`src/rtl/ball_motion_pkg.sv`:
```
// Shared types for the ball motion stage: fixed-point object, FSM states, default geometry
// and the strict AABB overlap test used for paddle hits.
package ball_motion_pkg;
    localparam int FBITS = 4;
    localparam int WIDTH = 16;

    typedef struct packed {
        logic [WIDTH-1:0] x;
        logic [WIDTH-1:0] y;
        logic [WIDTH-1:0] width;
        logic [WIDTH-1:0] height;
    } object;

    typedef enum logic [1:0] {SERVE, MOVE, OUT} ball_state_e;

    localparam logic [WIDTH-1:0] DEF_SCREEN_WIDTH  = WIDTH'(640 << FBITS);
    localparam logic [WIDTH-1:0] DEF_SCREEN_HEIGHT = WIDTH'(480 << FBITS);
    localparam logic [WIDTH-1:0] DEF_BALL_SIZE     = WIDTH'(16 << FBITS);
    localparam logic [WIDTH-1:0] DEF_SPEED_X       = WIDTH'(2 << FBITS);
    localparam logic [WIDTH-1:0] DEF_SPEED_Y       = WIDTH'(1 << FBITS);

    // Edges are summed one bit wider so a box near the top of the range cannot wrap.
    function automatic logic overlap(object a, object b);
        logic [WIDTH:0] a_right;
        logic [WIDTH:0] a_bottom;
        logic [WIDTH:0] b_right;
        logic [WIDTH:0] b_bottom;
        a_right  = {1'b0, a.x} + {1'b0, a.width};
        a_bottom = {1'b0, a.y} + {1'b0, a.height};
        b_right  = {1'b0, b.x} + {1'b0, b.width};
        b_bottom = {1'b0, b.y} + {1'b0, b.height};
        return ({1'b0, a.x} < b_right) && ({1'b0, b.x} < a_right) &&
               ({1'b0, a.y} < b_bottom) && ({1'b0, b.y} < a_bottom);
    endfunction
endpackage

```
`src/rtl/ball_motion_step.sv`:
```
// One frame of ball motion: wall bounce on Y, paddle bounce or exit detection on X.
// Purely combinational; the caller decides when to commit the result.
module ball_step
    import ball_motion_pkg::*;
#(
    parameter logic [WIDTH-1:0] SCREEN_WIDTH  = DEF_SCREEN_WIDTH,
    parameter logic [WIDTH-1:0] SCREEN_HEIGHT = DEF_SCREEN_HEIGHT,
    parameter logic [WIDTH-1:0] BALL_SIZE     = DEF_BALL_SIZE,
    parameter logic [WIDTH-1:0] SPEED_X       = DEF_SPEED_X,
    parameter logic [WIDTH-1:0] SPEED_Y       = DEF_SPEED_Y
) (
    input  logic [WIDTH-1:0] i_x,
    input  logic [WIDTH-1:0] i_y,
    input  logic             i_dir_left,
    input  logic             i_dir_up,
    input  object            i_paddle1,
    input  object            i_paddle2,
    output logic [WIDTH-1:0] o_x,
    output logic [WIDTH-1:0] o_y,
    output logic             o_dir_left,
    output logic             o_dir_up,
    output logic             o_exit
);
    logic [WIDTH:0]   w_y_reach;
    logic [WIDTH-1:0] w_nx;
    object            w_ball_nxt;

    always_comb begin
        o_y       = i_y;
        o_dir_up  = i_dir_up;
        w_y_reach = {1'b0, i_y} + {1'b0, BALL_SIZE} + {1'b0, SPEED_Y};
        if (i_dir_up && (i_y <= SPEED_Y)) begin
            o_y      = '0;
            o_dir_up = 1'b0;
        end else if (!i_dir_up && (w_y_reach >= {1'b0, SCREEN_HEIGHT})) begin
            o_y      = SCREEN_HEIGHT - BALL_SIZE;
            o_dir_up = 1'b1;
        end else if (i_dir_up) begin
            o_y = i_y - SPEED_Y;
        end else begin
            o_y = i_y + SPEED_Y;
        end
    end

    // Moving left from x < SPEED_X wraps nx far past the screen; the score stage relies on that.
    always_comb begin
        w_nx       = i_dir_left ? (i_x - SPEED_X) : (i_x + SPEED_X);
        w_ball_nxt = '{x: w_nx, y: o_y, width: BALL_SIZE, height: BALL_SIZE};
        o_x        = w_nx;
        o_dir_left = i_dir_left;
        o_exit     = 1'b0;
        if (i_dir_left && overlap(w_ball_nxt, i_paddle1)) begin
            o_x        = i_paddle1.x + i_paddle1.width;
            o_dir_left = 1'b0;
        end else if (!i_dir_left && overlap(w_ball_nxt, i_paddle2)) begin
            o_x        = i_paddle2.x - BALL_SIZE;
            o_dir_left = 1'b1;
        end else if (i_dir_left && (i_x < SPEED_X)) begin
            o_exit = 1'b1;
        end else if (!i_dir_left && (w_nx > SCREEN_WIDTH)) begin
            o_exit = 1'b1;
        end
    end
endmodule

```
`src/rtl/ball_motion.sv`:
```
// Ball FSM (SERVE -> MOVE -> OUT): serves from centre, steps once per frame_tick, and
// presents the off-screen x for exactly one clk on a miss so the score stage counts once.
module ball_motion
    import ball_motion_pkg::*;
#(
    parameter logic [WIDTH-1:0] SCREEN_WIDTH  = DEF_SCREEN_WIDTH,
    parameter logic [WIDTH-1:0] SCREEN_HEIGHT = DEF_SCREEN_HEIGHT,
    parameter logic [WIDTH-1:0] BALL_SIZE     = DEF_BALL_SIZE,
    parameter logic [WIDTH-1:0] SPEED_X       = DEF_SPEED_X,
    parameter logic [WIDTH-1:0] SPEED_Y       = DEF_SPEED_Y,
    parameter int               SERVE_DELAY   = 120,
    parameter logic             START_LEFT    = 1'b0,
    parameter int               CNT_W         = (SERVE_DELAY > 1) ? $clog2(SERVE_DELAY) : 1
) (
    input  logic              clk,
    input  logic              rst_n,
    input  logic              frame_tick,
    input  object             paddle1,
    input  object             paddle2,
    input  logic              gameover,
    output object             ball,
    output logic              serving,
    output ball_state_e       o_dbg_state,
    output logic [CNT_W-1:0]  o_dbg_serve_cnt
);
    localparam logic [WIDTH-1:0] CENTRE_X   = (SCREEN_WIDTH >> 1) - (BALL_SIZE >> 1);
    localparam logic [WIDTH-1:0] CENTRE_Y   = (SCREEN_HEIGHT >> 1) - (BALL_SIZE >> 1);
    localparam logic [CNT_W-1:0] SERVE_LAST = CNT_W'(SERVE_DELAY - 1);

    if ((2 * int'(SCREEN_WIDTH) >= (1 << WIDTH) - int'(SPEED_X)) || (SERVE_DELAY < 1)) begin : g_param_check
        $error("ball_motion: WIDTH cannot hold the left-exit wrap, or SERVE_DELAY < 1");
    end

    ball_state_e      r_state;
    logic [WIDTH-1:0] r_x;
    logic [WIDTH-1:0] r_y;
    logic             r_dir_left;
    logic             r_dir_up;
    logic [CNT_W-1:0] r_serve_cnt;
    logic             r_serving;

    logic [WIDTH-1:0] w_nx;
    logic [WIDTH-1:0] w_ny;
    logic             w_dir_left;
    logic             w_dir_up;
    logic             w_exit;

    ball_step #(
        .SCREEN_WIDTH  (SCREEN_WIDTH),
        .SCREEN_HEIGHT (SCREEN_HEIGHT),
        .BALL_SIZE     (BALL_SIZE),
        .SPEED_X       (SPEED_X),
        .SPEED_Y       (SPEED_Y)
    ) u_step (
        .i_x        (r_x),
        .i_y        (r_y),
        .i_dir_left (r_dir_left),
        .i_dir_up   (r_dir_up),
        .i_paddle1  (paddle1),
        .i_paddle2  (paddle2),
        .o_x        (w_nx),
        .o_y        (w_ny),
        .o_dir_left (w_dir_left),
        .o_dir_up   (w_dir_up),
        .o_exit     (w_exit)
    );

    always_ff @(posedge clk or negedge rst_n) begin
        if (!rst_n) begin
            r_state     <= SERVE;
            r_x         <= CENTRE_X;
            r_y         <= CENTRE_Y;
            r_dir_left  <= START_LEFT;
            r_dir_up    <= 1'b0;
            r_serve_cnt <= '0;
            r_serving   <= 1'b1;
        end else begin
            case (r_state)
                SERVE: begin
                    r_x <= CENTRE_X;
                    r_y <= CENTRE_Y;
                    if (gameover) begin
                        r_serve_cnt <= '0;
                    end else if (frame_tick) begin
                        if (r_serve_cnt == SERVE_LAST) begin
                            r_state     <= MOVE;
                            r_serving   <= 1'b0;
                            r_serve_cnt <= '0;
                        end else begin
                            r_serve_cnt <= r_serve_cnt + CNT_W'(1);
                        end
                    end
                end
                MOVE: begin
                    if (gameover) begin
                        r_state     <= SERVE;
                        r_serving   <= 1'b1;
                        r_x         <= CENTRE_X;
                        r_y         <= CENTRE_Y;
                        r_serve_cnt <= '0;
                    end else if (frame_tick) begin
                        r_x        <= w_nx;
                        r_y        <= w_ny;
                        r_dir_left <= w_dir_left;
                        r_dir_up   <= w_dir_up;
                        if (w_exit) begin
                            r_state <= OUT;
                        end
                    end
                end
                OUT: begin
                    // Directions are kept so the next serve heads toward the player who conceded.
                    r_state     <= SERVE;
                    r_serving   <= 1'b1;
                    r_x         <= CENTRE_X;
                    r_y         <= CENTRE_Y;
                    r_serve_cnt <= '0;
                end
                default: begin
                    r_state   <= SERVE;
                    r_serving <= 1'b1;
                end
            endcase
        end
    end

    assign ball            = '{x: r_x, y: r_y, width: BALL_SIZE, height: BALL_SIZE};
    assign serving         = r_serving;
    assign o_dbg_state     = r_state;
    assign o_dbg_serve_cnt = r_serve_cnt;
endmodule

```
`config.mk`:
```
export PLATFORM = sky130hd
export DESIGN_NAME = ball_motion
export DESIGN_NICKNAME = d
export VERILOG_FILES = /design/src/rtl/ball_motion_pkg.sv /design/src/rtl/ball_motion_step.sv /design/src/rtl/ball_motion.sv
export SDC_FILE = /design/constraint.sdc
export NUM_CORES = 1
export LEC_CHECK = 0
export ABC_CLOCK_PERIOD_IN_PS = 5900
export BUFFER_PORTS_ARGS = -buffer_cell sky130_fd_sc_hd__buf_2
export CAP_MARGIN = 20
export CELL_PAD_IN_SITES_DETAIL_PLACEMENT = 0
export CELL_PAD_IN_SITES_GLOBAL_PLACEMENT = 2
export CORE_MARGIN = 5
export CORE_UTILIZATION = 33
export CTS_BUF_LIST = sky130_fd_sc_hd__clkbuf_8
export DETAILED_ROUTE_END_ITERATION = 10
export PLACE_DENSITY = 0.95
export SYNTH_ARGS = -nofsm -noshare
export SYNTH_HDL_FRONTEND = slang
export SYNTH_SLANG_ARGS = --single-unit
```
`constraint.sdc`:
```
create_clock -name clk -period 5.9 [get_ports clk]
set_input_delay 0 -clock clk [delete_from_list [all_inputs] [get_ports clk]]
set_output_delay 0 -clock clk [all_outputs]
set_load 0.01 [all_outputs]
```
# After elaboration in Yosys (flattened, before gate mapping)
# Index checks and enable logic that the tools add are counted.
[word_totals]
memories = 0
out_inout_bits = 74
ram_bits = 0
inputBits = 132
word_cells = 108
ff_bits = 44
latchBits = 0
romBits = 0
[classes]
n_lt_le_gt_ge = 12
reduce_logical = 26
n_mux = 37
n_bitwise = 1
shift = 0
mul = 0
eq_ne = 10
addsub = 15
n_div = 0
[ops]
columns = ["cell", "n"]
rows = [
  ["2-to-1 mux 16 bit", 10],
  ["less-than comparator 16 x 17 -> 1 bit", 8],
  ["adder 16 x 16 -> 17 bit", 4],
  ["one-hot mux 16 bit (2 select lines)", 2],
  ["adder 16 x 9 -> 17 bit, second input constant", 3],
  ["2-to-1 mux 7 bit", 4],
  ["one-hot mux 7 bit (3 select lines)", 1],
  ["adder 17 x 5 -> 17 bit, second input constant", 1],
  [">= comparator 17 x 13 -> 1 bit, second input constant", 1],
  ["adder 16 bit", 1],
  ["adder 16 x 5 -> 16 bit, second input constant", 1],
  ["adder 16 x 6 -> 16 bit, second input constant", 1],
  ["greater-than comparator 16 x 14 -> 1 bit, second input constant", 1],
  ["less-or-equal comparator 16 x 5 -> 1 bit, second input constant", 1],
  ["less-than comparator 16 x 6 -> 1 bit, second input constant", 1],
  ["subtractor 16 x 5 -> 16 bit, second input constant", 1],
  ["subtractor 16 x 6 -> 16 bit, second input constant", 1],
  ["subtractor 16 x 9 -> 16 bit, second input constant", 1],
  ["logical AND 1 bit", 12],
  ["2-to-1 mux 1 bit", 12],
  ["2-to-1 mux 2 bit", 6],
  ["AND reduction 4 bit", 3],
  ["inequality test 2 bit, second input constant", 4],
  ["adder 7 x 1 -> 7 bit, second input constant", 1],
  ["other kinds (16)", 20],
]

# Depth between registers and ports, before layout
[depth]
ltp_word = 16
ltp_mapped = 26
mapped_depth_nobuf = 24

# Modules after synthesis
# From an unflattened synthesis, not the netlist that was laid out.
[unflattened]
cells_unflattened = 1218
area_unflattened_um2 = 9629.2
[by_module_without_submodules]
columns = ["module", "area_per_inst_um2", "seq_area_each_um2", "cells_per_inst", "instances"]
rows = [
  ["ball_step", 7355.8, 0.0, 968, 1],
  ["ball_motion", 2273.4, 1112.3, 250, 1],
]

# Worst setup path after synthesis
# No wires, ideal clock.
[synth_path]
path_kind = "in2reg"
start = "input port paddle2[0] in the netlist's numbering"
end = "register r_x[9]"
n_path_buf = 1
required_ns = 5.802
arrival_time_ns = 5.195
path_stages = 22
setup_slack_ns = 0.607
setup_time_ns = 0.098
path_cell_list = "ha_1 fa_1 a211oi_1 o21bai_1 or4_1 a221o_1 a41o_1 o21ai_0 nand2b_1 xnor2_1 ha_1 a2111o_1 a2111oi_0 nand2_1 o2111ai_1 a211oi_1 or4b_1 a21oi_1 o31a_2 buf_6 mux2_2 a221oi_1"
[synth_between]
elab_chain_cells = 10
[synth_rtl]
columns = ["element", "line", "text"]
rows = [
  ["from (decl)", "ball_motion.sv:19", "input object paddle2,"],
  ["adder 16 x 16 -> 17 bit", "ball_motion_pkg.sv:31", "b_bottom = {1'b0, b.y} + {1'b0, b.height};"],
  ["less-than comparator 16 x 17 -> 1 bit", "ball_motion_pkg.sv:33", "({1'b0, a.y} < b_bottom) && ({1'b0, b.y} < a_bottom);"],
  ["logical AND 1 bit", "ball_motion_pkg.sv:32", "return ({1'b0, a.x} < b_right) && ({1'b0, b.x} < a_right) &&"],
  ["logical AND 1 bit", "ball_motion_pkg.sv:33", ""],
  ["logical AND 1 bit", "ball_motion_step.sv:55", "end else if (!i_dir_left && overlap(w_ball_nxt, i_paddle2)) begin"],
  ["2-to-1 mux 16 bit", "ball_motion_step.sv:55", ""],
  ["2-to-1 mux 16 bit", "ball_motion_step.sv:52", "if (i_dir_left && overlap(w_ball_nxt, i_paddle1)) begin"],
  ["2-to-1 mux 16 bit", "ball_motion.sv:101", "end else if (frame_tick) begin"],
  ["2-to-1 mux 16 bit", "ball_motion.sv:95", "if (gameover) begin"],
  ["one-hot mux 16 bit (2 select lines)", "ball_motion.sv:78", "case (r_state)"],
  ["to (signal assigned)", "ball_motion.sv:102", "r_x <= w_nx;"],
  ["to (decl)", "ball_motion.sv:35", "logic [WIDTH-1:0] r_x;"],
]
# Every way passes these cells. The select of a mux whose other input is x is not followed.
# A chain may end at the register's enable or synchronous reset.

# Worst setup path in the final report
[layout_path]
start = "input port paddle2[32] in the netlist's numbering"
end = "register r_x[9]"
[layout_between]
elab_chain_cells = 10
word_cells_on_any_way = 11
cone_classes = "1 x add/sub; 2 x order compare; 5 x mux; 3 x reduce/logical"
[layout_rtl]
columns = ["element", "line"]
rows = [
  ["adder 16 x 16 -> 17 bit", "ball_motion_pkg.sv:31"],
  ["less-than comparator 16 x 17 -> 1 bit", "ball_motion_pkg.sv:33"],
  ["logical AND 1 bit", "ball_motion_pkg.sv:32"],
  ["logical AND 1 bit (*)", "ball_motion_pkg.sv:33"],
  ["logical AND 1 bit (*)", "ball_motion_step.sv:55"],
  ["2-to-1 mux 16 bit (*)", "ball_motion_step.sv:55"],
  ["2-to-1 mux 16 bit (*)", "ball_motion_step.sv:52"],
  ["2-to-1 mux 16 bit (*)", "ball_motion.sv:101"],
  ["2-to-1 mux 16 bit (*)", "ball_motion.sv:95"],
  ["one-hot mux 16 bit (2 select lines) (*)", "ball_motion.sv:78"],
]
# Every way passes the cells marked *; elsewhere a longest branch is shown, timed or not. The select of a mux whose other input is x is not followed.

==> results by group <==
Placement
  • IO buf count: 173
  • HPWL after DPL: 24740 µm
  • Routability cong.: about 0.9

Logic synthesis
  • Cell Area, Synth: just over 9000 µm²
  • Ys flop type: dfrtp_1
  • Post-synth EDFFs: 0
  • Yosys reg bits: 44
  • Cell count after synthesis: 1133
  • Synth async-reset ratio: 1.000
  • Synth cell types: 82
  • Synth Warn #: 0
  • Mean Syn Cell Area: 8.077 µm²
  • Seq/Total Area, Yosys: 0.1215

Global routing
  • Total GRT Usage: 0.1804
  • Vias in the first global route: 8810
  • Initial antenna violation count: 0
  • Largest net degree at the start of global routing: 45
  • Global-route wire length before repair: around 46000 µm
  • Grt total ovfl: 0

CTS
  • Clk sink count: 44
  • Clock Tree Root: clkbuf_8
  • Clock-pin slew on the worst setup and hold paths: 0.10 ns
  • Clock H-tree levels: 2
  • CTS tree: done
  • Skew-Pair Late Insertion Delay: 0.31 ns
  • Clock buffer depth: 2
  • TritonCTS Buffers: 5

Die
  • Row count: 61
  • Core ar.: 27550 µm²
  • I/O Pins: 206
  • Initial core utilization: 0.3321
  • Die area: a little over 30000 µm²
  • Die width: roughly 180 µm
  • Die height: 176.5 µm

Routing
  • Drt first pass iters: 5
  • Total Routed Length: 28930 µm
  • ANT nets after route: 0
  • Via/cell ratio: between 5 and 6
  • DRC violations left: 0
  • Vias after detailed routing: 8978
  • WL/cell: 17.06 µm
  • DRT iter0 DRCs: between 500 and 600

Worst setup path
  • Crit path max fanout: 6
  • Buf+Inv Stages, Crit Path: 1
  • Worst reg2reg setup slack: 0.44 ns
  • R2r worst-path depth: 18
  • Largest delay contributor family on the critical path: compound AO/OA/AOI/OAI gates
  • Slowest-stage cell, CP: or4b_1
  • Crit path DAT: 5.71 ns
  • CP cell instances: buf_2, ha_1, fa_1, a211oi_1, o21bai_1, or4_1, a221o_1, a41o_1, o21ai_0, nand2b_1, xnor2_1, ha_1, a2111o_1, a2111oi_1, nand2_1, o2111ai_1, a211oi_1, or4b_1, a21oi_1, o31a_2, mux2_2, a221oi_1
  • Critical path depth: 22
  • Worst Setup SP: paddle2[32]
  • CP Data Required Time: between 6 and 7 ns
  • Critical R2R Launch: r_y[12]
  • CP endpoint kind: flip-flop
  • Setup CP Type: input pin to flip-flop
  • Worst r2r dst: r_x[9]
  • Crit start category: input pin
  • Max stage delay on crit path: 0.52 ns
  • CP endpoint: r_x[9]

STA
  • Clk_skew: 0.01611 ns
  • Max Fclk: 182.3 MHz
  • Hold Vio Cnt, Final: 0
  • Fin. max-slew vios: 0
  • Slew headroom: 0.4576
  • Final setup TNS: 0 ns
  • RSZ-0062 raised after global routing: false
  • Min Clock Period, post-route: 5.484 ns
  • Setup Viol. Count Final: 0
  • Tcrit/Tclk final: 0.9295
  • Slew @ Worst Pin: ~0.80 ns

Finish
  • Area growth syn-to-layout: 15.63%
  • Fillers: approximately 2900
  • Core Util, Final: 0.3840
  • Share of cells above drive strength 1: 0.1836
  • Nets: 1647
  • Inserted Diodes: 0

Min path
  • Hold crit path type: input pin to flip-flop

Power and ir drop
  • Power Total: 2.144 mW
  • Pwr/cell area: 202.6 nW/µm²
  • Max IR drop VDD: 0.0001021 V
  • LEAKAGE: 5.187 nW

Job
  • Max_cap viols: 0

Outcome
  • Outcome: complete, no violations
[power by group]
group	leakage, nW	internal, mW	total [mW]	switching (mW)
sequential	0.575	0.349	0.431	0.0819
clock	0.0548	0.128	0.255	0.127
combinational	4.56	0.606	1.46	0.852
total	5.19	1.08	2.14	1.06
[stage by stage]
| stage | setup WS (ns) | cell area (µm²) | std cells | hold slack [ns] |
|---|---|---|---|---|
| after floorplan | 0.6065 | 9264 | 1163 | -0.2956 |
| after global placement | 0.1138 | 10440 | 1686 | 0.1385 |
| after detailed placement | 0.01872 | 10440 | 1686 | 0.1432 |
| after CTS | 0.2828 | 10580 | 1696 | 0.02454 |
| after global routing | 0.01111 | 10580 | 1696 | 0.06741 |
| final | 0.4160 | 10580 | 1696 | 0.03782 |
[cells in the mapped netlist, drive strengths merged (9+ instances only)]
master	instances	area share
nand2b	19	0.013
nand4	18	0.012
xor2	43	0.041
inv	74	0.030
and3	15	0.010
nand3	34	0.019
o21bai	21	0.017
dfrtp	35	0.096
a21oi	83	0.045
xnor2	48	0.046
nor3	24	0.013
nand2	72	0.030
or3	15	0.011
clkbuf	14	0.0057
a31oi	11	0.0075
ha	194	0.27
o21a	14	0.011
a21o	31	0.025
o31ai	9	0.0074
buf	41	0.035
nor2b	19	0.013
nor2	61	0.025
dfstp	9	0.026
mux2i	12	0.013
nor4	9	0.0062
o21ai	62	0.034
[flip-flops by register name, summed over array words and instances (netlist names)]
signal,flops
r_dir_left,1
o_dbg_state,2
o_dbg_serve_cnt,7
r_dir_up,1
r_x,16
r_y,16
serving,1
[worst min-delay path: cells and delay by family]
family | cells | cell delay (ns)
compound gates | 1 | 0.09
buf+inv | 1 | 0.13
mux | 1 | 0.13
[routing by layer]
layer / track usage / vias to the layer above / share of wire
li1: - / 4545 / -
met2: 0.3019 / 210 / 0.46
met4: 0.03836 / 0 / 0.015
met1: 0.2533 / 4199 / 0.48
met5: 0 / - / 0
met3: 0.01670 / 24 / 0.041
[worst min path at each step]
stage / slack, ns / cells past startpoint / startpoint / end
2_1_floorplan: -0.30 / 0 / rst_n / o_dbg_serve_cnt[0]
3_3_place_gp: 0.14 / 2 / rst_n / r_y[2]
3_5_place_dp: 0.14 / 2 / rst_n / r_y[1]
4_1_cts: 0.02 / 3 / paddle2[55] / r_x[7]
5_1_grt: 0.07 / 3 / paddle2[55] / r_x[7]
6_report: 0.04 / 3 / paddle2[55] / r_x[7]
[kinds of logic after synthesis]
kind of cell | Yosys count | synth area share
compound gates | 330 | 0.2439
mux | 15 | 0.01682
buf+inv | 129 | 0.07069
simple gates | 324 | 0.1851
flops | 44 | 0.1215
other cells | 2 | 0.0008207
fa+ha+maj | 198 | 0.2740
xor+xnor | 91 | 0.08709
[timing repair]
item | CTS | global route
endpoints found under the setup margin | 0 | 15
buffers inserted | 0 | 0
resized for setup | 0 | 3
hold buffers | 2 | 0
endpoints found under the hold margin | 36 | 0
[cell usage in the layout (no fill, tap or decap), types with 27 or more instances in the layout]
| cell type | n |
|---|---|
| ha_1 | 194 |
| buf_2 | 173 |
| a21oi_1 | 83 |
| inv_1 | 74 |
| nand2_1 | 71 |
| nor2_1 | 61 |
| o21ai_0 | 60 |
| xnor2_1 | 48 |
| xor2_1 | 43 |
| nand3_1 | 34 |
| dfrtp_1 | 34 |
| conb_1 | 32 |
| a21o_1 | 31 |
| buf_4 | 27 |
[layout make-up]
| class | instances | area (µm²) | area share |
|---|---|---|---|
| well taps | 378 | 473.0 | 0.04470 |
| inverters | 74 | 277.8 | 0.02625 |
| repair buffers | 202 | 1089 | 0.1029 |
| clock inverters | 3 | 46.29 | 0.004375 |
| clock buffers | 5 | 68.82 | 0.006503 |
| multi-input cells | 990 | 7513 | 0.7101 |
| flip-flops and latches | 44 | 1114 | 0.1052 |
Note: power is estimated with default switching activity, not from simulation.
